## src/rtl/cpu_pkg.sv

```systemverilog
// Shared definitions for the multi-cycle RV32I-subset control path: FSM states,
// opcode/funct constants, ALU operation codes and datapath mux encodings.
package cpu_pkg;

    typedef enum logic [3:0] {
        FETCH   = 4'd0,
        DECODE  = 4'd1,
        MEM_ADR = 4'd2,
        MEM_RD  = 4'd3,
        MEM_WB  = 4'd4,
        MEM_WR  = 4'd5,
        EXEC_R  = 4'd6,
        EXEC_I  = 4'd7,
        ALU_WB  = 4'd8,
        BRANCH  = 4'd9,
        TRAP    = 4'd10
    } state_t;

    localparam logic [6:0] OP_R   = 7'b0110011;
    localparam logic [6:0] OP_I   = 7'b0010011;
    localparam logic [6:0] OP_LW  = 7'b0000011;
    localparam logic [6:0] OP_SW  = 7'b0100011;
    localparam logic [6:0] OP_BEQ = 7'b1100011;

    localparam logic [2:0] F3_ADDSUB = 3'b000;
    localparam logic [2:0] F3_SLL    = 3'b001;
    localparam logic [2:0] F3_WORD   = 3'b010;
    localparam logic [2:0] F3_XOR    = 3'b100;
    localparam logic [2:0] F3_OR     = 3'b110;
    localparam logic [2:0] F3_AND    = 3'b111;
    localparam logic [2:0] F3_BEQ    = 3'b000;

    localparam logic [6:0] F7_BASE = 7'b0000000;
    localparam logic [6:0] F7_ALT  = 7'b0100000;

    // ALU operation codes, shared with the ALU itself.
    localparam logic [3:0] ALU_ADD = 4'b0000;
    localparam logic [3:0] ALU_SUB = 4'b0001;
    localparam logic [3:0] ALU_AND = 4'b0010;
    localparam logic [3:0] ALU_OR  = 4'b0011;
    localparam logic [3:0] ALU_XOR = 4'b0100;
    localparam logic [3:0] ALU_SLL = 4'b0101;

    localparam logic [1:0] SRCA_PC    = 2'b00;
    localparam logic [1:0] SRCA_OLDPC = 2'b01;
    localparam logic [1:0] SRCA_REGA  = 2'b10;

    localparam logic [1:0] SRCB_REGB = 2'b00;
    localparam logic [1:0] SRCB_IMM  = 2'b01;
    localparam logic [1:0] SRCB_FOUR = 2'b10;

    localparam logic [1:0] RES_ALUOUT = 2'b00;
    localparam logic [1:0] RES_MEM    = 2'b01;
    localparam logic [1:0] RES_ALU    = 2'b10;

    function automatic logic funct3_is_alu(input logic [2:0] funct3);
        return (funct3 == F3_ADDSUB) || (funct3 == F3_SLL) || (funct3 == F3_XOR)
            || (funct3 == F3_OR) || (funct3 == F3_AND);
    endfunction

    function automatic logic [3:0] alu_op_for(input logic [2:0] funct3, input logic sub);
        case (funct3)
            F3_ADDSUB: return sub ? ALU_SUB : ALU_ADD;
            F3_AND:    return ALU_AND;
            F3_OR:     return ALU_OR;
            F3_XOR:    return ALU_XOR;
            F3_SLL:    return ALU_SLL;
            default:   return ALU_ADD;
        endcase
    endfunction

endpackage

```

## src/rtl/alu_decoder.sv

```systemverilog
// Combinational instruction decode: ALU operation for R/I-type instructions and
// a flag for any opcode/funct combination outside the supported subset.
module alu_decoder
    import cpu_pkg::*;
(
    input  logic [6:0] opcode,
    input  logic [2:0] funct3,
    input  logic       instr30,
    input  logic [6:0] funct7,
    output logic [3:0] alu_control,
    output logic       op_illegal
);

    always_comb begin
        alu_control = ALU_ADD;
        op_illegal  = 1'b1;
        case (opcode)
            OP_R: begin
                alu_control = alu_op_for(funct3, instr30);
                if (funct7 == F7_BASE)
                    op_illegal = !funct3_is_alu(funct3);
                else if (funct7 == F7_ALT && funct3 == F3_ADDSUB)
                    op_illegal = 1'b0;
            end
            OP_I: begin
                // instr[30] is immediate data here, so it never selects SUB.
                alu_control = alu_op_for(funct3, 1'b0);
                op_illegal  = !funct3_is_alu(funct3)
                           || (funct3 == F3_SLL && funct7 != F7_BASE);
            end
            OP_LW, OP_SW: op_illegal = (funct3 != F3_WORD);
            OP_BEQ:       op_illegal = (funct3 != F3_BEQ);
            default:      op_illegal = 1'b1;
        endcase
    end

endmodule

```

## src/rtl/multicycle_control.sv

```systemverilog
// Multi-cycle FSM sequencing fetch/decode/execute/memory/writeback for the
// RV32I-subset datapath, with stallable req/ready memory accesses.
module multicycle_control
    import cpu_pkg::*;
#(
    parameter logic [3:0] RESET_STATE = 4'd0
)
(
    input  logic        clk,
    input  logic        rst_n,
    input  logic [31:0] instr,
    input  logic        zero,
    input  logic        mem_ready,
    output logic        mem_req,
    output logic        mem_we,
    output logic        adr_src,
    output logic        ir_write,
    output logic        pc_write,
    output logic        reg_write,
    output logic [1:0]  alu_src_a,
    output logic [1:0]  alu_src_b,
    output logic [1:0]  result_src,
    output logic [3:0]  alu_control,
    output logic        illegal,
    output logic [3:0]  state
);

    state_t     cur;
    state_t     nxt;
    logic       started;
    logic [3:0] dec_alu;
    logic       dec_illegal;
    logic       unused_instr_bits;

    assign unused_instr_bits = ^{instr[24:15], instr[11:7]};
    assign state = cur;

    alu_decoder u_alu_decoder (
        .opcode      (instr[6:0]),
        .funct3      (instr[14:12]),
        .instr30     (instr[30]),
        .funct7      (instr[31:25]),
        .alu_control (dec_alu),
        .op_illegal  (dec_illegal)
    );

    // started holds off every request until rst_n has been sampled high once.
    always_ff @(posedge clk or negedge rst_n) begin
        if (!rst_n) begin
            cur     <= state_t'(RESET_STATE);
            started <= 1'b0;
        end else if (!started) begin
            started <= 1'b1;
        end else begin
            cur <= nxt;
        end
    end

    always_comb begin
        nxt = cur;
        case (cur)
            FETCH:   if (mem_ready) nxt = DECODE;
            DECODE: begin
                if (dec_illegal) nxt = TRAP;
                else begin
                    case (instr[6:0])
                        OP_LW, OP_SW: nxt = MEM_ADR;
                        OP_R:         nxt = EXEC_R;
                        OP_I:         nxt = EXEC_I;
                        OP_BEQ:       nxt = BRANCH;
                        default:      nxt = TRAP;
                    endcase
                end
            end
            MEM_ADR: nxt = (instr[6:0] == OP_LW) ? MEM_RD : MEM_WR;
            MEM_RD:  if (mem_ready) nxt = MEM_WB;
            MEM_WB:  nxt = FETCH;
            MEM_WR:  if (mem_ready) nxt = FETCH;
            EXEC_R:  nxt = ALU_WB;
            EXEC_I:  nxt = ALU_WB;
            ALU_WB:  nxt = FETCH;
            BRANCH:  nxt = FETCH;
            TRAP:    nxt = TRAP;
            default: nxt = FETCH;
        endcase
    end

    always_comb begin
        mem_req     = 1'b0;
        mem_we      = 1'b0;
        adr_src     = 1'b0;
        ir_write    = 1'b0;
        pc_write    = 1'b0;
        reg_write   = 1'b0;
        alu_src_a   = SRCA_PC;
        alu_src_b   = SRCB_REGB;
        result_src  = RES_ALUOUT;
        alu_control = ALU_ADD;
        illegal     = 1'b0;
        case (cur)
            FETCH: begin
                mem_req    = 1'b1;
                alu_src_b  = SRCB_FOUR;
                result_src = RES_ALU;
                ir_write   = mem_ready;
                pc_write   = mem_ready;
            end
            DECODE: begin
                alu_src_a = SRCA_OLDPC;
                alu_src_b = SRCB_IMM;
            end
            MEM_ADR: begin
                alu_src_a = SRCA_REGA;
                alu_src_b = SRCB_IMM;
            end
            MEM_RD: begin
                mem_req = 1'b1;
                adr_src = 1'b1;
            end
            MEM_WB: begin
                result_src = RES_MEM;
                reg_write  = 1'b1;
            end
            MEM_WR: begin
                mem_req = 1'b1;
                mem_we  = 1'b1;
                adr_src = 1'b1;
            end
            EXEC_R: begin
                alu_src_a   = SRCA_REGA;
                alu_src_b   = SRCB_REGB;
                alu_control = dec_alu;
            end
            EXEC_I: begin
                alu_src_a   = SRCA_REGA;
                alu_src_b   = SRCB_IMM;
                alu_control = dec_alu;
            end
            ALU_WB:  reg_write = 1'b1;
            BRANCH: begin
                alu_src_a   = SRCA_REGA;
                alu_src_b   = SRCB_REGB;
                alu_control = ALU_SUB;
                pc_write    = zero;
            end
            TRAP:    illegal = 1'b1;
            default: ;
        endcase
        if (!started) begin
            {mem_req, mem_we, ir_write, pc_write, reg_write, illegal} = '0;
        end
    end

endmodule

```

## config.mk

```make
export PLATFORM = sky130hd
export DESIGN_NAME = multicycle_control
export DESIGN_NICKNAME = d
export VERILOG_FILES = /design/src/rtl/cpu_pkg.sv /design/src/rtl/alu_decoder.sv /design/src/rtl/multicycle_control.sv
export SDC_FILE = /design/constraint.sdc
export NUM_CORES = 1
export LEC_CHECK = 0
export ABC_AREA = 1
export BUFFER_PORTS_ARGS = -buffer_cell sky130_fd_sc_hd__buf_4
export CORE_MARGIN = 2
export CORE_UTILIZATION = 45
export CTS_BUF_LIST = sky130_fd_sc_hd__clkbuf_4
export DETAILED_ROUTE_END_ITERATION = 8
export PLACE_DENSITY = 0.87
export SLEW_MARGIN = 20
export SYNTH_ARGS = -nofsm -noshare
export SYNTH_HDL_FRONTEND = slang
export SYNTH_SLANG_ARGS = --single-unit
```

## constraint.sdc

```tcl
create_clock -name clk -period 1.9 [get_ports clk]
set_input_delay 0.38 -clock clk [delete_from_list [all_inputs] [get_ports clk]]
set_output_delay 0.38 -clock clk [all_outputs]
set_load 0.05 [all_outputs]
```

==> results of run 1 <==
[what timing repair did]
action	CTS	global route
endpoints found under the hold margin	5	0
hold buffers	1	0
gates resized for setup	10	17
setup buffers	0	4
pin swaps	0	2
setup endpoints to repair	7	9
[final timing paths]
| check | to | cells after the start | from |
|---|---|---|---|
| setup / recovery | alu_control[2] | 9 | instr[2] |
| hold / removal | started | 2 | rst_n |
| setup reg to reg | state[1] | 9 | state[2] |
| hold reg to reg | state[3] | 2 | state[3] |
| max in group asynchronous | state[0] | 2 | rst_n |
| min in group clk | state[3] | 2 | state[3] |
[cells in the final DEF (no fill, tap or decap), drive strengths merged]
cell type	Yosys	final
buf	2	49
nand2	38	38
nor2	34	34
inv	26	26
nand3	13	13
o21ai	8	8
dfrtp	5	5
a21oi	5	5
nor3	5	5
clkbuf	0	4
nand4	2	2
conb	2	2
o21bai	1	1
o31ai	1	1
a2111oi	1	1
a211oi	1	1
o22ai	1	1
dlygate4sd3	0	1
[sequential cells by signal (all words and copies together) (netlist names)]
signal,flops
started,1
state,4
[per-layer routing]
metal  global-route usage (%)  share of wire (%)
met1                     28.4                 39
met2                     43.3                 55
met3                     2.35                4.0
met4                     9.71                1.5
met5                        0                  0
[worst reg2reg max path: cells and delay by family (launching register included)]
family	cells	cell delay, ps
compound gates	1	140
buf+inv	3	240
flops	1	440
simple gates	5	510
[cell usage after synthesis, types with 2 or more instances]
library cell,n
nand4_1,2
conb_1,2
nor3_1,3
nor3_2,2
o21ai_0,4
nand2_2,3
dfrtp_1,5
nor2_4,4
nand2_1,35
nor2_2,4
o21ai_1,4
inv_1,14
nand3_2,2
nor2_1,26
nand3_1,11
a21oi_1,4
inv_2,12
[area by class of cell]
| cell class | count | area, sq um | share of cell area, % |
|---|---|---|---|
| sequential | 5 | 130 | 9.18 |
| multi-input combinational | 112 | 707 | 49.9 |
| clock buffer | 4 | 30.0 | 2.12 |
| inverter | 26 | 100 | 7.06 |
| timing repair buffer | 50 | 419 | 29.6 |
| tap | 25 | 31.3 | 2.21 |
[logic make-up (layout without fill, tap and decap cells)]
family | Yosys count | in the layout | share of synthesized area (%)
flops | 5 | 5 | 15.6
compound gates | 18 | 18 | 14.0
simple gates | 92 | 92 | 54.9
buf+inv | 28 | 80 | 14.5
other cells | 2 | 2 | 0.936
[report_power, final]
group	switching, mW	internal [mW]
Sequential	0.0662	0.154
Clock	0.0403	0.0934
Combinational	1.23	0.536
[per-stage QoR]
| stage | power [mW] | hold slack [ps] | util [%] | setup slack, ps |
|---|---|---|---|---|
| 3_5_place_dp | 1.85 | 186 | 74.1 | -84.8 |
| 2_1_floorplan | 1.43 | 84.4 | - | -118 |
| 3_3_place_gp | 1.80 | 182 | 74.1 | -56.9 |
| 5_1_grt | 2.23 | 485 | 83.0 | -80.1 |
| 6_report | 2.12 | 477 | 83.0 | -15.4 |
| 4_1_cts | 2.03 | 469 | 78.3 | -30.2 |
==> out/results.tsv, run 1 <==
stage	metric	value	unit
sta	tns	-22.3	ps
drt	remaining_drc_errors	0	
die	io_pins	57	
pwr	ir_worst_vdd	0.00141	V
logic_synthesis	synth_edf_count	0	
drt	drt-vias-per-instance	4.98	
sta	rsz0062_at_grt	yes	
run	maxCapViolCount	0	
clock_tree	tritoncts	yes	
drt	first_pass_iters	6	
finish	fin_nets	234	
critical_path	path_buf_inv	5	
clock_tree	cts_buffers	3	
run_status	status	finished with violations	
die	die_w	46.2	um
finish	area_growth	76.8	%
die	start_util	47.0	%
die	dieArea	2140	sq um
clock_tree	clock_path_buffers	2	
sta	setup_ws	-15.4	ps
critical_path	worstSetupStartpointType	input pin	
finish	fillerInstances	106	
clock_tree	cts.clk_slew.worst_paths	40	ps
grt	grt_pass1_wl	3770	um
sta	min_period	1920	ps
sta	post-route-period-util	101	%
logic_synthesis	yosysTopAreaCell	nand2_1	
critical_path	cp_max_fo	5	
die	die_y	46.2	um
logic_synthesis	syn_inst	145	
grt	overflow	0	
finish	fin_area	1420	sq um
placement	place_congestion	0.835	
logic_synthesis	netlist_top_cells_area	nand2_1 16%, dfrtp_1 16%, nor2_1 12%	
drt	drt_wl_total	2620	um
placement	dp_cells	213	
worst_hold_path	hold_class	input pin to asynchronous set/reset pin	
critical_path	regToRegSetupSlack	490	ps
sta	finalHoldViolCount	0	
drt	vias	1106	
placement	numPortBuffers	40	
run_status	violations	negative setup slack	
logic_synthesis	syn_area	802	sq um
placement	post_dp_cell_area	1270	sq um
logic_synthesis	yosysSeqAreaShare	15.6	%
clock_tree	clk_latency	230	ps
critical_path	critical-path-top-delay-family	buffers and inverters	
clock_tree	h-tree-depth	1	
critical_path	cp_cell_sequence	buf_6 > inv_2 > nand2_2 > nor2_4 > inv_4 > nor3_4 > inv_2 > a2111oi_4 > buf_6	
die	coreArea	1710	sq um
clock_tree	root_buffer	clkbuf_4	
pwr	p_leak	0.683	nW
drt	wl_per_cell	11.8	um
sta	slew_violations	0	
critical_path	crit_type	input pin to output port	
logic_synthesis	synth_cell_types	25	
grt	antenna_found_initial	0	
finish	fin_cells	222	
drt	drtAntennaViolNets	0	
logic_synthesis	synth_area_per_cell	5.53	sq um
grt	grt_max_degree	8	
logic_synthesis	synth_async_sr_flop_share	100	%
clock_tree	cts_sinks	5	
finish	n_antenna_cell	0	
sta	setup_viol	2	
grt	grt_pass1_vias	952	
pwr	p_per_area	1490	nW/um^2
logic_synthesis	yosysWarnings	0	
sta	fmax	0.522	GHz
sta	finClkSkew	0.291	ps
logic_synthesis	yosysTopAreaCellShare	16.4	%
critical_path	end_kind	output port	
logic_synthesis	synth_flop_cell	dfrtp_1	
logic_synthesis	syn_nets	181	
die	std_cell_rows	15	
finish	layout-drive-gt1-share	56.3	%
critical_path	critical_path.max_stage_delay	340	ps
placement	dp.final_hpwl	2010	um
critical_path	required	1520	ps
critical_path	worstPathArrival	1540	ps
grt	gr-usage-all-layers	24.0	%
critical_path	cp_slowest_cell	a2111oi_4	
logic_synthesis	ys_ff_latch	5	
drt	drt_iter0_drc	20	
Power figures use the tool's default switching activity.
==> inputs of run 2 (changes only) <==
--- a/config.mk
+++ b/config.mk
@@ -11,6 +11,7 @@
 export CORE_UTILIZATION = 45
 export CTS_BUF_LIST = sky130_fd_sc_hd__clkbuf_4
 export DETAILED_ROUTE_END_ITERATION = 8
+export GPL_TIMING_DRIVEN = 0
 export PLACE_DENSITY = 0.87
 export SLEW_MARGIN = 20
 export SYNTH_ARGS = -nofsm -noshare
==> run 2 against run 1 <==
Against the previous run: the run still ends with negative setup slack left; sequential power fell by 2%; clock-buffer cell count did not move; sequential cell count did not move; first-iteration DRC count fell by 20%; global-route usage fell by 0.62 points; critical endpoint unchanged; highest routed layer unchanged.
==> out/results.tsv, run 2 (same netlist as run 1, synthesis figures left out) <==
stage	metric	value	unit	change
run_status	status	finished with violations		
run_status	violations	negative setup slack		
die	std_cell_rows	15		unchanged
die	dieArea	2140	sq um	unchanged
finish	layout_common_cells	38 x buf_4, 31 x nand2_1, 19 x nor2_1		
die	coreArea	1710	sq um	unchanged
sta	finalHoldViolCount	0		unchanged
pwr	pwr-share-comb	83.5	%	+0.2 points
clock_tree	root_buffer	clkbuf_4		
drt	drt_wl_total	2520	um	-3.7%
die	start_util	47.0	%	unchanged
pwr	p_switching	1.31	mW	-1.7%
pwr	internal_power	787	uW	+0.51%
clock_tree	cts.clk_slew.worst_paths	40	ps	about the same
grt	gr-usage-all-layers	23.4	%	-0.62 points
clock_tree	tritoncts	yes		
clock_tree	h-tree-depth	1		unchanged
finish	fin_area	1430	sq um	+1.1%
placement	dp_cells	210		-1.4%
grt	antenna_found_initial	0		unchanged
sta	fin_hold_ws	479	ps	+2.22 ps
critical_path	worstSetupStartpointType	flip-flop		
pwr	seq_power_share	10.3	%	about the same
drt	drtAntennaViolNets	0		unchanged
critical_path	worstPathArrival	1580	ps	+40 ps
placement	numPortBuffers	40		unchanged
drt	first_pass_iters	4		-2
clock_tree	clk_latency	230	ps	about the same
drt	vias	1130		+2.2%
pwr	ir_worst_vdd	0.00168	V	+19%
finish	layout-drive-gt1-share	56.9	%	+0.51 points
die	io_pins	57		unchanged
placement	dp.final_hpwl	2010	um	about the same
sta	post-route-period-util	103	%	+2.6 points
run	maxCapViolCount	0		unchanged
clock_tree	cts_buffers	3		unchanged
critical_path	cp_slowest_cell	dfrtp_2		
finish	n_antenna_cell	0		unchanged
pwr	switching_share	62.5	%	-0.52 points
grt	grt_pass1_vias	980		+2.9%
finish	largest_reg_flops	4		unchanged
sta	setup_viol	3		+1
grt	overflow	0		unchanged
critical_path	cpMostUsedCell	inv_2		
die	die_y	46.2	um	unchanged
finish	final_common_cell	buf_4		
critical_path	crit_type	flip-flop to output port		
sta	tns	-124	ps	-102 ps
sta	rsz0062_at_grt	yes		
worst_hold_path	hold_class	input pin to asynchronous set/reset pin		
critical_path	critical_path.max_stage_delay	460	ps	+120 ps
drt	remaining_drc_errors	0		unchanged
critical_path	cp_cell_sequence	inv_2 > nor2_4 > inv_2 > a2111oi_4 > buf_6		
critical_path	required	1520	ps	about the same
pwr	clkPwrFrac	6.2	%	about the same
placement	post_dp_cell_area	1250	sq um	-1.5%
finish	fin_cells	222		unchanged
drt	wl_per_cell	11.3	um	-3.7%
die	die_w	46.2	um	unchanged
clock_tree	clock_path_buffers	2		unchanged
finish	fin_nets	234		unchanged
finish	area_growth	78.6	%	
sta	slew_violations	0		unchanged
critical_path	cp_max_fo	5		unchanged
clock_tree	cts_sinks	5		unchanged
sta	fmax	0.509	GHz	-2.5%
critical_path	regToRegSetupSlack	480	ps	about the same
pwr	p_leak	0.696	nW	+1.8%
grt	grt_pass1_wl	3770	um	+0.19%
sta	finClkSkew	3.01	ps	+2.72 ps
placement	place_congestion	0.839		+0.58%
sta	setup_ws	-64.9	ps	-49.5 ps
drt	drt-vias-per-instance	5.09		+2.2%
drt	drt_iter0_drc	16		-20%
grt	grt_max_degree	9		+1
critical_path	end_kind	output port		
pwr	p_per_area	1460	nW/um^2	-1.9%
sta	min_period	1960	ps	+49.5 ps
## run 2: cell types whose count changed in the layout (fill, tap and decap cells not counted), moves of 2 or more
cell,before,now
inv_1,8,6
nand2_1,33,31
nor2_1,16,19
nor2_2,9,6
## run 2: layout make-up
class | instances | area (sq um)
Multi-Input combinational cell | 112 | 716
Timing Repair Buffer | 48 | 404
Fill cell | 104 | 275
Sequential cell | 5 | 130
Inverter | 26 | 103
Tap cell | 25 | 31.3
Clock buffer | 4 | 30.0
Buffer | 2 | 18.8
## run 2: power groups by stage
stage / clock network [mW] / logic [mW] / registers, mW
4_1_cts: 0.137 / 1.67 / 0.205
2_1_floorplan: 0 / 1.10 / 0.327
3_5_place_dp: 0 / 1.63 / 0.203
3_3_place_gp: 0 / 1.61 / 0.203
6_report: 0.131 / 1.75 / 0.215
5_1_grt: 0.139 / 1.85 / 0.222
## run 2: routing by layer
layer / global-route usage (%) / share of wire (%) / up-vias
met5: 0 / 0 / -
met4: 9.14 / 0.64 / 0
met3: 0.784 / 3.1 / 2
met2: 43.6 / 55 / 29
met1: 27.5 / 41 / 537
li1: - / - / 562
## run 2: worst paths after layout
| kind | end | start | cells after the start |
|---|---|---|---|
| hold reg to reg | state[3] | state[3] | 2 |
| hold / removal | started | rst_n | 2 |
| setup / recovery | alu_control[2] | state[1] | 5 |
| max in group asynchronous | state[3] | rst_n | 2 |
| min in group clk | state[3] | state[3] | 2 |
| setup reg to reg | state[3] | state[0] | 9 |
## run 2: through the flow
stage	worst slack (ps)	total power, mW	utilization, %
after floorplan	-118	1.43	-
after global placement	-112	1.81	73.0
after detailed placement	-166	1.84	73.0
after CTS	-51.7	2.01	78.2
after global routing	-158	2.21	83.9
final	-64.9	2.10	83.9
## run 2: repair_timing
item / 4_1_cts / 5_1_grt
resized for setup: 10 / 22
hold buffers: 1 / 0
setup buffers: 3 / 4
endpoints found under the setup margin: 6 / 7
hold endpoints to repair: 5 / 0
pin swaps: 2 / 2
## run 2: worst max-delay path, delay by kind of cell, from the launching register on
family / cells / cell delay [ps]
buffers and inverters: 3 / 400
DFF: 1 / 460
and+or+nand+nor: 1 / 150
AOI/OAI and AO/OA: 1 / 330
==> inputs of run 3 (changes only) <==
--- a/config.mk
+++ b/config.mk
@@ -7,12 +7,15 @@
 export LEC_CHECK = 0
 export ABC_AREA = 1
 export BUFFER_PORTS_ARGS = -buffer_cell sky130_fd_sc_hd__buf_4
+export CELL_PAD_IN_SITES_DETAIL_PLACEMENT = 1
+export CELL_PAD_IN_SITES_GLOBAL_PLACEMENT = 2
 export CORE_MARGIN = 2
-export CORE_UTILIZATION = 45
+export CORE_UTILIZATION = 17
 export CTS_BUF_LIST = sky130_fd_sc_hd__clkbuf_4
 export DETAILED_ROUTE_END_ITERATION = 8
 export GPL_TIMING_DRIVEN = 0
-export PLACE_DENSITY = 0.87
+export PLACE_DENSITY_LB_ADDON = 0.1
+export REMOVE_ABC_BUFFERS = 1
 export SLEW_MARGIN = 20
 export SYNTH_ARGS = -nofsm -noshare
 export SYNTH_HDL_FRONTEND = slang
==> constraint.sdc (replaced) <==
create_clock -name clk -period 1.7 [get_ports clk]
set_input_delay 0.34 -clock clk [delete_from_list [all_inputs] [get_ports clk]]
set_output_delay 0.34 -clock clk [all_outputs]
set_load 0.05 [all_outputs]
==> run 3 against run 2 <==
Against the previous run: the flow still finishes with violations (negative setup slack); critical path depth grew 1; register-to-register slack got worse by 240 ps; sequential cell count stayed put; clock-buffer cell count did not move; global-route usage shrank 12 points; via count fell by 2.3%; cell area increased by 3.8%; combinational power up 19%; non-clock buffer count up 9; power up 18%; routed wire length rose by 26%.
==> out/results.tsv, run 3 (same netlist as run 1, synthesis figures left out) <==
stage	metric	value	unit	change
pwr	total_power	2.47	mW	+18%
finish	final_common_cell	buf_4		
die	dieArea	5280	sq um	+150%
sta	tns	-950	ps	-826 ps
pwr	ir_worst_vdd	0.000648	V	-62%
die	coreArea	4440	sq um	+160%
finish	multi_input_area	659	sq um	-7.9%
finish	fin_nets	243		+3.8%
critical_path	r2r_cells	11		+2
die	std_cell_rows	24		+9
grt	overflow	0		unchanged
finish	layout-drive-gt1-share	55.3	%	-1.5 points
critical_path	worstSetupStartpointType	flip-flop		
sta	finClkSkew	0.156	ps	-2.86 ps
run_status	violations	negative setup slack		
drt	drt_iter0_drc	15		-1
critical_path	worstPathArrival	1520	ps	-60 ps
placement	post_dp_cell_area	1150	sq um	-7.9%
die	die_w	72.7	um	+57%
clock_tree	tritoncts	yes		
critical_path	cp_max_fo	3		-2
grt	antenna_found_initial	0		unchanged
drt	remaining_drc_errors	0		unchanged
sta	min_period	1860	ps	
critical_path	crit_type	flip-flop to output port		
grt	grt_pass1_vias	1114		+14%
critical_path	r2r-start	state[3]		
drt	drtAntennaViolNets	0		unchanged
finish	layout_common_cells	45 x buf_4, 33 x nand2_1, 20 x nor2_1		
clock_tree	cts_sinks	5		unchanged
finish	largest_reg_flops	4		unchanged
clock_tree	clk_latency	230	ps	about the same
run	maxCapViolCount	0		unchanged
sta	post-route-period-util	109	%	
sta	slew_violations	0		unchanged
grt	gr-usage-all-layers	11.5	%	-12 points
die	die_y	72.7	um	+57%
drt	drt-vias-per-instance	4.28		-16%
placement	numPortBuffers	40		unchanged
finish	fillerInstances	577		+450%
sta	setup_viol	10		+7
sta	setup_ws	-157	ps	-92.1 ps
sta	finalHoldViolCount	0		unchanged
clock_tree	cts_buffers	3		unchanged
placement	dp.final_hpwl	2450	um	+21%
die	start_util	18.0	%	-29 points
die	io_pins	57		unchanged
grt	grt_max_degree	7		-2
finish	area_growth	85.3	%	
clock_tree	h-tree-depth	1		unchanged
finish	fin_area	1490	sq um	+3.8%
worst_hold_path	hold_class	input pin to asynchronous set/reset pin		
critical_path	r2r_end	state[3]		
finish	ff_latch_area	129	sq um	-0.96%
critical_path	end_kind	output port		
critical_path	required	1360	ps	-160 ps
drt	drt_wl_total	3180	um	+26%
clock_tree	root_buffer	clkbuf_4		
critical_path	regToRegSetupSlack	240	ps	-240 ps
drt	wl_per_cell	12.3	um	+8.7%
pwr	p_leak	0.717	nW	+3.1%
clock_tree	clock_path_buffers	2		unchanged
drt	first_pass_iters	4		unchanged
placement	place_congestion	0.765		-8.9%
sta	fmax	0.538	GHz	
pwr	p_per_area	1660	nW/um^2	+14%
drt	vias	1104		-2.3%
grt	grt_pass1_wl	4890	um	+29%
finish	n_antenna_cell	0		unchanged
placement	preCtsSetupSlack	-304	ps	-137 ps
run_status	status	finished with violations		
clock_tree	cts.clk_slew.worst_paths	40	ps	about the same
sta	rsz0062_at_grt	yes		
-- run 3: stage by stage --
| stage | cells | utilization, % | hold slack (ps) |
|---|---|---|---|
| after floorplan | 143 | - | 44.4 |
| after CTS | 251 | 31.2 | 446 |
| after global placement | 235 | 25.8 | 141 |
| after detailed placement | 235 | 25.8 | 142 |
| after global routing | 258 | 33.4 | 475 |
| final | 258 | 33.4 | 455 |
-- run 3: worst max path at each step --
| stage | startpoint | to | slack (ps) | cells after the start |
|---|---|---|---|---|
| after detailed placement | state[3] | alu_control[2] | -300 | 6 |
| after global routing | state[3] | mem_req | -240 | 9 |
| after global placement | state[3] | alu_control[2] | -300 | 6 |
| after floorplan | state[1] | alu_control[2] | -870 | 4 |
| after CTS | state[3] | mem_req | -180 | 9 |
| final | state[3] | alu_control[2] | -160 | 6 |
-- run 3: routing by layer --
| metal | wire length (um) | global-route usage [%] | up-vias |
|---|---|---|---|
| met5 | 0 | 0 | - |
| met1 | 1410 | 14.5 | 502 |
| met3 | 119 | 0.138 | 2 |
| met2 | 1630 | 22.0 | 28 |
| li1 | - | - | 572 |
| met4 | 14 | 1.85 | 0 |
-- run 3: layout make-up --
class,instances,area share [%]
sequential,5,8.67
clock buffer,4,2.02
timing repair buffer,59,33.5
tap,52,4.38
multi-input combinational,112,44.4
inverter,26,7.07
-- run 3: critical path: stages, from the launching register on --
cell	delay (ps)
dfrtp_1	400
inv_2	120
nand2_4	70
nor2_4	110
inv_4	60
a2111oi_4	320
buf_6	200
-- run 3: power by group --
group / switching, mW / leakage, nW / total (mW) / internal (mW)
Sequential: 0.0757 / 0.0596 / 0.245 / 0.170
Clock: 0.0420 / 0.0184 / 0.146 / 0.104
Combinational: 1.37 / 0.639 / 2.08 / 0.717
Total: 1.48 / 0.717 / 2.47 / 0.991
-- run 3: what timing repair did --
item / CTS / global route
buffers inserted: 11 / 7
gates resized for setup: 36 / 13
pin swaps: 9 / 7
hold buffers: 1 / 0
setup endpoints to repair: 13 / 14
hold endpoints to repair: 5 / 0
